`src/rtl/pipeline_defs.sv`:
```
// Shared pipeline definitions: widths, opcodes, ALU classes and the decoded control bundle.
package pipeline_defs;

    localparam int PC_W   = 11;
    localparam int DATA_W = 32;
    localparam int REG_AW = 5;

    localparam logic [5:0] OP_RTYPE = 6'h00;
    localparam logic [5:0] OP_LW    = 6'h23;
    localparam logic [5:0] OP_SW    = 6'h2B;
    localparam logic [5:0] OP_BEQ   = 6'h04;
    localparam logic [5:0] OP_ADDI  = 6'h08;
    localparam logic [5:0] OP_SLTI  = 6'h0A;
    localparam logic [5:0] OP_ANDI  = 6'h0C;
    localparam logic [5:0] OP_ORI   = 6'h0D;
    localparam logic [5:0] OP_LUI   = 6'h0F;

    localparam logic [2:0] ALU_ADD = 3'd0;
    localparam logic [2:0] ALU_SUB = 3'd1;
    localparam logic [2:0] ALU_R   = 3'd2;
    localparam logic [2:0] ALU_AND = 3'd3;
    localparam logic [2:0] ALU_OR  = 3'd4;
    localparam logic [2:0] ALU_SLT = 3'd5;
    localparam logic [2:0] ALU_LUI = 3'd6;

    typedef struct packed {
        logic       reg_write;
        logic       mem_read;
        logic       mem_write;
        logic       mem_to_reg;
        logic       alu_src;
        logic       reg_dst;
        logic       branch;
        logic [2:0] alu_op;
    } ctrl_t;

endpackage

```
`src/rtl/register_file.sv`:
```
// Register file: two combinational read ports with write-through bypass, one write port,
// register 0 hardwired to zero.
module register_file #(
    parameter int DATA_WIDTH = 32,
    parameter int ADDR_WIDTH = 5
) (
    input  logic                  clock,
    input  logic                  reset,
    input  logic [ADDR_WIDTH-1:0] raddr_a,
    input  logic [ADDR_WIDTH-1:0] raddr_b,
    output logic [DATA_WIDTH-1:0] rdata_a,
    output logic [DATA_WIDTH-1:0] rdata_b,
    input  logic                  we,
    input  logic [ADDR_WIDTH-1:0] waddr,
    input  logic [DATA_WIDTH-1:0] wdata
);

    localparam int NumRegs = 1 << ADDR_WIDTH;

    logic [DATA_WIDTH-1:0] regs_q [NumRegs];
    logic [DATA_WIDTH-1:0] regs_d [NumRegs];
    logic                  wr_en;

    assign wr_en = we && (waddr != '0);

    always_comb begin
        regs_d = regs_q;
        if (wr_en) begin
            regs_d[waddr] = wdata;
        end
    end

    always_ff @(posedge clock or posedge reset) begin
        if (reset) begin
            for (int i = 0; i < NumRegs; i++) begin
                regs_q[i] <= '0;
            end
        end else begin
            regs_q <= regs_d;
        end
    end

    // A write landing this edge is visible to the reader in the same cycle.
    always_comb begin
        rdata_a = '0;
        if (raddr_a != '0) begin
            rdata_a = (wr_en && waddr == raddr_a) ? wdata : regs_q[raddr_a];
        end
    end

    always_comb begin
        rdata_b = '0;
        if (raddr_b != '0) begin
            rdata_b = (wr_en && waddr == raddr_b) ? wdata : regs_q[raddr_b];
        end
    end

endmodule

```
`src/rtl/instruction_decode.sv`:
```
// Decode stage: IF/ID register, register file, opcode decoder, load-use hazard detection
// and the ID/EX register feeding execute.
module instruction_decode
    import pipeline_defs::*;
#(
    parameter int PC_WIDTH       = PC_W,
    parameter int DATA_WIDTH     = DATA_W,
    parameter int REG_ADDR_WIDTH = REG_AW
) (
    input  logic                      clock,
    input  logic                      reset,
    input  logic [PC_WIDTH-1:0]       pc_in,
    input  logic [DATA_WIDTH-1:0]     instruccion,
    input  logic                      flush,
    input  logic                      wb_we,
    input  logic [REG_ADDR_WIDTH-1:0] wb_addr,
    input  logic [DATA_WIDTH-1:0]     wb_data,
    output logic                      stall,
    output logic [PC_WIDTH-1:0]       pc_out,
    output logic [DATA_WIDTH-1:0]     rs_data,
    output logic [DATA_WIDTH-1:0]     rt_data,
    output logic [DATA_WIDTH-1:0]     imm_ext,
    output logic [REG_ADDR_WIDTH-1:0] rs,
    output logic [REG_ADDR_WIDTH-1:0] rt,
    output logic [REG_ADDR_WIDTH-1:0] rd,
    output logic                      reg_write,
    output logic                      mem_read,
    output logic                      mem_write,
    output logic                      mem_to_reg,
    output logic                      alu_src,
    output logic                      reg_dst,
    output logic                      branch,
    output logic [2:0]                alu_op
);

    logic [PC_WIDTH-1:0]       ifid_pc_q, ifid_pc_d;
    logic [DATA_WIDTH-1:0]     ifid_instr_q, ifid_instr_d;

    logic [5:0]                opcode;
    logic [REG_ADDR_WIDTH-1:0] f_rs, f_rt, f_rd;
    logic [15:0]               imm16;
    logic [DATA_WIDTH-1:0]     rf_rs_data, rf_rt_data;
    logic [DATA_WIDTH-1:0]     dec_imm;
    ctrl_t                     dec_ctrl;
    logic                      reads_rt;

    logic [PC_WIDTH-1:0]       idex_pc_q, idex_pc_d;
    logic [DATA_WIDTH-1:0]     idex_rs_data_q, idex_rs_data_d;
    logic [DATA_WIDTH-1:0]     idex_rt_data_q, idex_rt_data_d;
    logic [DATA_WIDTH-1:0]     idex_imm_q, idex_imm_d;
    logic [REG_ADDR_WIDTH-1:0] idex_rs_q, idex_rs_d;
    logic [REG_ADDR_WIDTH-1:0] idex_rt_q, idex_rt_d;
    logic [REG_ADDR_WIDTH-1:0] idex_rd_q, idex_rd_d;
    ctrl_t                     idex_ctrl_q, idex_ctrl_d;

    assign opcode = ifid_instr_q[31:26];
    assign f_rs   = ifid_instr_q[25:21];
    assign f_rt   = ifid_instr_q[20:16];
    assign f_rd   = ifid_instr_q[15:11];
    assign imm16  = ifid_instr_q[15:0];

    assign reads_rt = (opcode == OP_RTYPE) || (opcode == OP_BEQ) || (opcode == OP_SW);

    assign stall = idex_ctrl_q.mem_read && (idex_rt_q != '0) &&
                   ((idex_rt_q == f_rs) || (reads_rt && (idex_rt_q == f_rt)));

    always_comb begin
        ifid_pc_d    = ifid_pc_q;
        ifid_instr_d = ifid_instr_q;
        if (flush) begin
            ifid_pc_d    = '0;
            ifid_instr_d = '0;
        end else if (!stall) begin
            ifid_pc_d    = pc_in;
            ifid_instr_d = instruccion;
        end
    end

    register_file #(
        .DATA_WIDTH (DATA_WIDTH),
        .ADDR_WIDTH (REG_ADDR_WIDTH)
    ) u_register_file (
        .clock   (clock),
        .reset   (reset),
        .raddr_a (f_rs),
        .raddr_b (f_rt),
        .rdata_a (rf_rs_data),
        .rdata_b (rf_rt_data),
        .we      (wb_we),
        .waddr   (wb_addr),
        .wdata   (wb_data)
    );

    // Unknown opcodes fall through with all controls clear, i.e. a bubble.
    always_comb begin
        dec_ctrl = '0;
        dec_imm  = {{(DATA_WIDTH-16){imm16[15]}}, imm16};
        case (opcode)
            OP_RTYPE: begin
                dec_ctrl.reg_write = 1'b1;
                dec_ctrl.reg_dst   = 1'b1;
                dec_ctrl.alu_op    = ALU_R;
            end
            OP_LW: begin
                dec_ctrl.reg_write  = 1'b1;
                dec_ctrl.mem_read   = 1'b1;
                dec_ctrl.mem_to_reg = 1'b1;
                dec_ctrl.alu_src    = 1'b1;
                dec_ctrl.alu_op     = ALU_ADD;
            end
            OP_SW: begin
                dec_ctrl.mem_write = 1'b1;
                dec_ctrl.alu_src   = 1'b1;
                dec_ctrl.alu_op    = ALU_ADD;
            end
            OP_BEQ: begin
                dec_ctrl.branch = 1'b1;
                dec_ctrl.alu_op = ALU_SUB;
            end
            OP_ADDI, OP_SLTI: begin
                dec_ctrl.reg_write = 1'b1;
                dec_ctrl.alu_src   = 1'b1;
                dec_ctrl.alu_op    = (opcode == OP_ADDI) ? ALU_ADD : ALU_SLT;
            end
            OP_ANDI, OP_ORI: begin
                dec_ctrl.reg_write = 1'b1;
                dec_ctrl.alu_src   = 1'b1;
                dec_ctrl.alu_op    = (opcode == OP_ANDI) ? ALU_AND : ALU_OR;
                dec_imm            = {{(DATA_WIDTH-16){1'b0}}, imm16};
            end
            OP_LUI: begin
                dec_ctrl.reg_write = 1'b1;
                dec_ctrl.alu_src   = 1'b1;
                dec_ctrl.alu_op    = ALU_LUI;
                dec_imm            = {imm16, {(DATA_WIDTH-16){1'b0}}};
            end
            default: ;
        endcase
    end

    always_comb begin
        idex_pc_d      = '0;
        idex_rs_data_d = '0;
        idex_rt_data_d = '0;
        idex_imm_d     = '0;
        idex_rs_d      = '0;
        idex_rt_d      = '0;
        idex_rd_d      = '0;
        idex_ctrl_d    = '0;
        if (!stall) begin
            idex_pc_d      = ifid_pc_q;
            idex_rs_data_d = rf_rs_data;
            idex_rt_data_d = rf_rt_data;
            idex_imm_d     = dec_imm;
            idex_rs_d      = f_rs;
            idex_rt_d      = f_rt;
            idex_rd_d      = f_rd;
            idex_ctrl_d    = dec_ctrl;
        end
    end

    always_ff @(posedge clock or posedge reset) begin
        if (reset) begin
            ifid_pc_q      <= '0;
            ifid_instr_q   <= '0;
            idex_pc_q      <= '0;
            idex_rs_data_q <= '0;
            idex_rt_data_q <= '0;
            idex_imm_q     <= '0;
            idex_rs_q      <= '0;
            idex_rt_q      <= '0;
            idex_rd_q      <= '0;
            idex_ctrl_q    <= '0;
        end else begin
            ifid_pc_q      <= ifid_pc_d;
            ifid_instr_q   <= ifid_instr_d;
            idex_pc_q      <= idex_pc_d;
            idex_rs_data_q <= idex_rs_data_d;
            idex_rt_data_q <= idex_rt_data_d;
            idex_imm_q     <= idex_imm_d;
            idex_rs_q      <= idex_rs_d;
            idex_rt_q      <= idex_rt_d;
            idex_rd_q      <= idex_rd_d;
            idex_ctrl_q    <= idex_ctrl_d;
        end
    end

    assign pc_out     = idex_pc_q;
    assign rs_data    = idex_rs_data_q;
    assign rt_data    = idex_rt_data_q;
    assign imm_ext    = idex_imm_q;
    assign rs         = idex_rs_q;
    assign rt         = idex_rt_q;
    assign rd         = idex_rd_q;
    assign reg_write  = idex_ctrl_q.reg_write;
    assign mem_read   = idex_ctrl_q.mem_read;
    assign mem_write  = idex_ctrl_q.mem_write;
    assign mem_to_reg = idex_ctrl_q.mem_to_reg;
    assign alu_src    = idex_ctrl_q.alu_src;
    assign reg_dst    = idex_ctrl_q.reg_dst;
    assign branch     = idex_ctrl_q.branch;
    assign alu_op     = idex_ctrl_q.alu_op;

endmodule

```
`config.mk`:
```
export PLATFORM = sky130hd
export DESIGN_NAME = instruction_decode
export DESIGN_NICKNAME = d
export VERILOG_FILES = /design/src/rtl/pipeline_defs.sv /design/src/rtl/register_file.sv /design/src/rtl/instruction_decode.sv
export SDC_FILE = /design/constraint.sdc
export NUM_CORES = 2
export LEC_CHECK = 0
export ABC_AREA = 1
export BUFFER_PORTS_ARGS = -buffer_cell sky130_fd_sc_hd__buf_4
export CAP_MARGIN = 20
export CORE_ASPECT_RATIO = 0.5
export CORE_MARGIN = 3
export CORE_UTILIZATION = 35
export DETAILED_ROUTE_END_ITERATION = 10
export HOLD_SLACK_MARGIN = 0.1
export SLEW_MARGIN = 5
export SYNTH_ARGS = -nofsm -noshare
export SYNTH_HDL_FRONTEND = slang
export SYNTH_SLANG_ARGS = --single-unit
```
`constraint.sdc`:
```
create_clock -name clock -period 129.4 [get_ports clock]
set_input_delay 25.88 -clock clock [delete_from_list [all_inputs] [get_ports clock]]
set_output_delay 25.88 -clock clock [all_outputs]
set_load 0.03 [all_outputs]
```
Yosys cells after proc, flatten, opt, wreduce, memory -nomap -nowiden:

Cells that the tools add are included.

* flip-flop bits (word level): 1199
* bits of input ports: 84
* output and inout bits: 133
* logic and storage cells: 123

* magnitude comparators: 4
* equal/unequal tests: 13
* mux-type cells: 35
* bitwise gates (word level): 3
* reductions and logical operators: 19

Operator list (count)
* 1024-bit bitwise mux: 1
* 32-bit two-way mux: 14
* 32-bit binary-select mux with 5-bit select: 2
* 32-bit demux with 5-bit select: 1
* 32-bit case mux with 2 select lines: 1
* 11-bit two-way mux: 3
* 6-bit by 4-bit == test with 1-bit output, second input constant: 5
* 5-bit == test: 4
* 5-bit nonzero test: 4
* 6-bit >= comparator, second input constant: 3
* 5-bit inverter with 6-bit output: 3
* 5-bit two-way mux: 3
* 3-bit case mux with 5 select lines: 1
* 7-bit OR reduction: 2
* 6-bit == test, second input constant: 2
* 10-bit two-way mux: 1
* 1-bit logical AND: 7
* 6-bit by 3-bit == test with 1-bit output, second input constant: 1
* 6-bit logical NOT: 1
* 6-bit by 1-bit < comparator with 1-bit output, second input constant: 1
* 1-bit two-way mux: 6
* 3-bit two-way mux: 2
* 2-bit OR reduction: 2
* 1-bit logical OR: 3
* 2-bit != test, second input constant: 1

Longest topological paths before layout:

* word-level depth: 8
* gate-level depth with buffers: 13
* gate-level depth less buffers: 10

By module:

Synthesis repeated with hierarchy kept, for this count alone.

* cell total of the unflattened synthesis: 9558
* area, all modules: 66227.3 µm²

By module, submodules not included
* register_file: instances 1, cells each 8792, area each 59384.5 µm², seq. area each 25624.6 µm²
* instruction_decode: instances 1, cells each 766, area each 6842.8 µm², seq. area each 4354.2 µm²

Worst setup path after synthesis:

Ideal clock, no wire load.

* kind: register -> output
* start point: reg ifid_instr_q[21]
* end point: out stall
* arrival time: 1622 ps
* data required time: 103520 ps
* slack: 101898 ps
* stages on the path, launching flop included: 10
* path buffers: 3
* path through: dfrtp_1 -> buf_4 -> buf_4 -> xor2_1 -> a21oi_1 -> nand3_1 -> nand2_2 -> nand2_1 -> inv_2 -> buf_2

* longest elaborated chain between the ends: 3

RTL lines
* start: declaration: line instruction_decode.sv:37 `logic [DATA_WIDTH-1:0] ifid_instr_q, ifid_instr_d;`
* start signal: assignment: line instruction_decode.sv:176 `ifid_instr_q <= ifid_instr_d;`
* 5-bit == test: line instruction_decode.sv:65 `((idex_rt_q == f_rs) || (reads_rt && (idex_rt_q == f_rt)));`
* 1-bit logical OR: line instruction_decode.sv:65
* 1-bit logical AND: line instruction_decode.sv:64 `assign stall = idex_ctrl_q.mem_read && (idex_rt_q != '0) &&`
* end: declaration: line instruction_decode.sv:18 `output logic stall,`

Every way passes these cells.

Final worst setup path:

* start point: reg ifid_instr_q[16]
* end point: out stall

* longest elaborated chain between the ends: 4

RTL lines (line)
* 5-bit == test: instruction_decode.sv:65
* 1-bit logical AND: instruction_decode.sv:65
* 1-bit logical OR: instruction_decode.sv:65
* 1-bit logical AND: instruction_decode.sv:64

Every way passes these cells.

==> flow_summary.json <==
{
  "status": "completed",
  "dp.cells": 10700,
  "peakVddDrop_uv": 11.0,
  "cp.arrival_ps": 4810,
  "power.switching_w": 0.000343,
  "power_density_mw_per_mm2": 15.0,
  "cts-root-buf": "clkbuf_16",
  "nNetsFinal": 8535,
  "cts_sinks": 1198,
  "portBuffers": 216,
  "drive_gt1_share_pct": 7.45,
  "hpwl_mm": 137,
  "fin_util_pct": 39.1,
  "min_period_ps": 30690,
  "globalRoute.totalOverflow": 0,
  "syn_area_per_cell_um2": 7.29,
  "ys_warn_count": 0,
  "grt_pass1_vias": 57200,
  "fin_crit_sh_pct": 23.7,
  "clk_latency_ps": 770,
  "ios": 217,
  "max_stage_delay_ps": 1000,
  "tns_ps": 0,
  "max_cap_violations": 0,
  "ant_nets": 0,
  "cp-startpoint": "ifid_instr_q[16]",
  "synth-seq-cells": 1198,
  "p_int_w": 0.000715,
  "synth_fp_nets": 8875,
  "place_congestion": 0.851,
  "syn_area_mm2": 0.0641,
  "swShare_pct": 32.4,
  "setup.worst_path.start_class": "flop",
  "hold_class": "reg -> reg",
  "grt_usage_pct": 26.4,
  "synth_top_cell_area_share_pct": 46.8,
  "cts_max_path_buffers": 3,
  "die_width_um": 611,
  "ctsResizeCount": 0,
  "cts_hold_buf": 0,
  "antenna_found_initial": 19,
  "synth.most_common_cell": "nand2_1",
  "initial_core_util_pct": 35.4,
  "instances_no_fill": 11000,
  "yosysSeqAreaShare_pct": 46.8,
  "end_kind": "output pin",
  "max_freq_mhz": 32.6,
  "rsz0062_at_grt": "false",
  "finalClockSkew_ps": 36.8,
  "setup_violations": 0,
  "reg2regPathDepth": 12,
  "synth_cell_types": 39,
  "max_slew_margin_pct": 21.0,
  "clockPowerShare_pct": 34.4,
  "r2r-end": "rt_data[19]",
  "syn_inst": 8791,
  "synth_edf_count": 0,
  "synth_commonest_cells": "nand2_1 (2302), dfrtp_1 (1198), o21ai_0 (1047), nor2_1 (734), nand3_1 (698)",
  "grt_pass1_wl_mm": 378,
  "cpMaxStageDelayCell": "dfrtp_4",
  "pre_cts_ws_ps": 98620,
  "hold_viol": 0,
  "critPathRequiredTime_ps": 103520,
  "critPathKind": "reg -> out",
  "cts_buffers": 118,
  "dr_total_vias": 61100,
  "drcViolationCount": 0,
  "synthToLayoutAreaGrowth_pct": 10.3,
  "avgRoutedWirePerCell_um": 23.2,
  "die_h_um": 309,
  "setup.worst_path.end": "stall",
  "synth.largest_area_cell": "dfrtp_1",
  "cp_max_fo": 75,
  "ff2ff_setup_slack_ps": 124370,
  "slew_violations": 0,
  "sequentialPowerShare_pct": 45.8,
  "pwr-share-comb_pct": 19.8,
  "power_leakage_nw": 32.6,
  "drt_wl_total_mm": 255,
  "synthFlopType": "dfrtp_1",
  "rows": 110,
  "clk_pin_slew_ps": 60,
  "cts_setup_buffers": 0,
  "crit_chain": "buf_4 > inv_8 > nand2_1 > nand2_1 > a21oi_1 > nand4_1 > nand2_2 > nand2_4 > inv_2 > buf_4",
  "viasPerCell": 5.57,
  "first_pass_iters": 6,
  "drtIter0Drc": 7960,
  "grt_start_max_net_pins": 177,
  "coreArea_mm2": 0.181,
  "fin_ws_ps": 98710,
  "synthArstFlopShare_pct": 100,
  "dieArea_mm2": 0.189,
  "cts_tree": "done",
  "ys_top_cells_by_area": "dfrtp_1 (47%), nand2_1 (13%), o21ai_0 (8.2%), nand3_1 (5.4%), nor2_1 (4.3%)",
  "worst_pin_slew_ps": 1190,
  "r2r_start": "ifid_instr_q[16]",
  "cts_max_level": 3
}
state kept, by name (all words and copies together) (netlist names), 3 cells and up:
name and cells:
u_register_file.regs_q 1024, ifid_instr_q 32, imm_ext 32, rs_data 32, rt_data 32, ifid_pc_q 11
pc_out 11, rd 5, rs 5, rt 5, alu_op 3
final cells by class:
class / instances / area (um2)
fillers: 18700 / 110000
flip-flops and latches: 1198 / 30000
multi-input cells: 6208 / 28700
clock buffers: 175 / 3520
well taps: 2408 / 3010
repair buffers: 344 / 2770
inverters: 581 / 2230
clock inverters: 43 / 472
diodes: 11 / 27.5
worst min path at each step:
stage / startpoint / end / slack, ps / cells past startpoint
floorplan: u_register_file.regs_q[1022] / u_register_file.regs_q[1022] / 430 / 1
global placement: u_register_file.regs_q[1022] / u_register_file.regs_q[1022] / 370 / 0
detailed placement: u_register_file.regs_q[1022] / u_register_file.regs_q[1022] / 370 / 0
CTS: u_register_file.regs_q[1022] / u_register_file.regs_q[1022] / 380 / 0
global route: u_register_file.regs_q[1022] / u_register_file.regs_q[1022] / 400 / 0
finish: u_register_file.regs_q[1022] / u_register_file.regs_q[1022] / 380 / 0
stage by stage:
step | area, um2 | hold slack (ps) | power (W)
4_1_cts | 70500 | 383 | 0.00106
3_3_place_gp | 66500 | 367 | 0.000690
6_report | 70700 | 383 | 0.00106
5_1_grt | 70700 | 402 | 0.00111
3_5_place_dp | 66500 | 368 | 0.000695
2_1_floorplan | 64100 | 429 | 0.000631
power by group through the flow:
stage / logic [W] / clock network [W] / registers, W
after floorplan: 0.000144 / 0 / 0.000487
after global placement: 0.000201 / 0 / 0.000488
after detailed placement: 0.000206 / 0 / 0.000489
after CTS: 0.000206 / 0.000368 / 0.000483
after global routing: 0.000237 / 0.000383 / 0.000492
final: 0.000209 / 0.000364 / 0.000485
metal layers:
layer,track usage [%],vias to the layer above,part of all wire [%]
li1,-,28100,-
met4,13.4,0,5.5
met2,40.8,3060,43
met1,35.3,29300,41
met5,0,-,0
met3,5.10,660,9.6
logic make-up after synthesis:
kind of cell / count (synthesis) / synth area share (%)
simple gates: 4002 / 25.8
buf+inv: 1385 / 8.75
flops: 1198 / 46.8
compound gates: 2196 / 18.5
xor+xnor: 10 / 0.137
placed cells by master, fill, tap and decap left out, drive strengths merged, types with 11 or more instances in the layout:
cell / synthesis / layout
nand2: 2323 / 2323
o21ai: 1350 / 1350
dfrtp: 1198 / 1198
nor2: 742 / 742
nand3: 699 / 699
inv: 577 / 583
a21oi: 499 / 499
o211ai: 345 / 345
buf: 290 / 344
clkbuf: 514 / 175
nor3: 171 / 171
nand4: 47 / 47
clkinv: 4 / 30
nand3b: 15 / 15
diode: 0 / 11
worst max-delay path: cells and delay by family (launching register included):
| family | cells | cell delay (ps) |
|---|---|---|
| AND/OR/NAND/NOR | 5 | 1540 |
| flip-flops | 1 | 1000 |
| AO/OA/AOI/OAI | 1 | 120 |
| buffers and inverters | 4 | 1270 |
No activity file was read; power rests on OpenSTA's default activity.
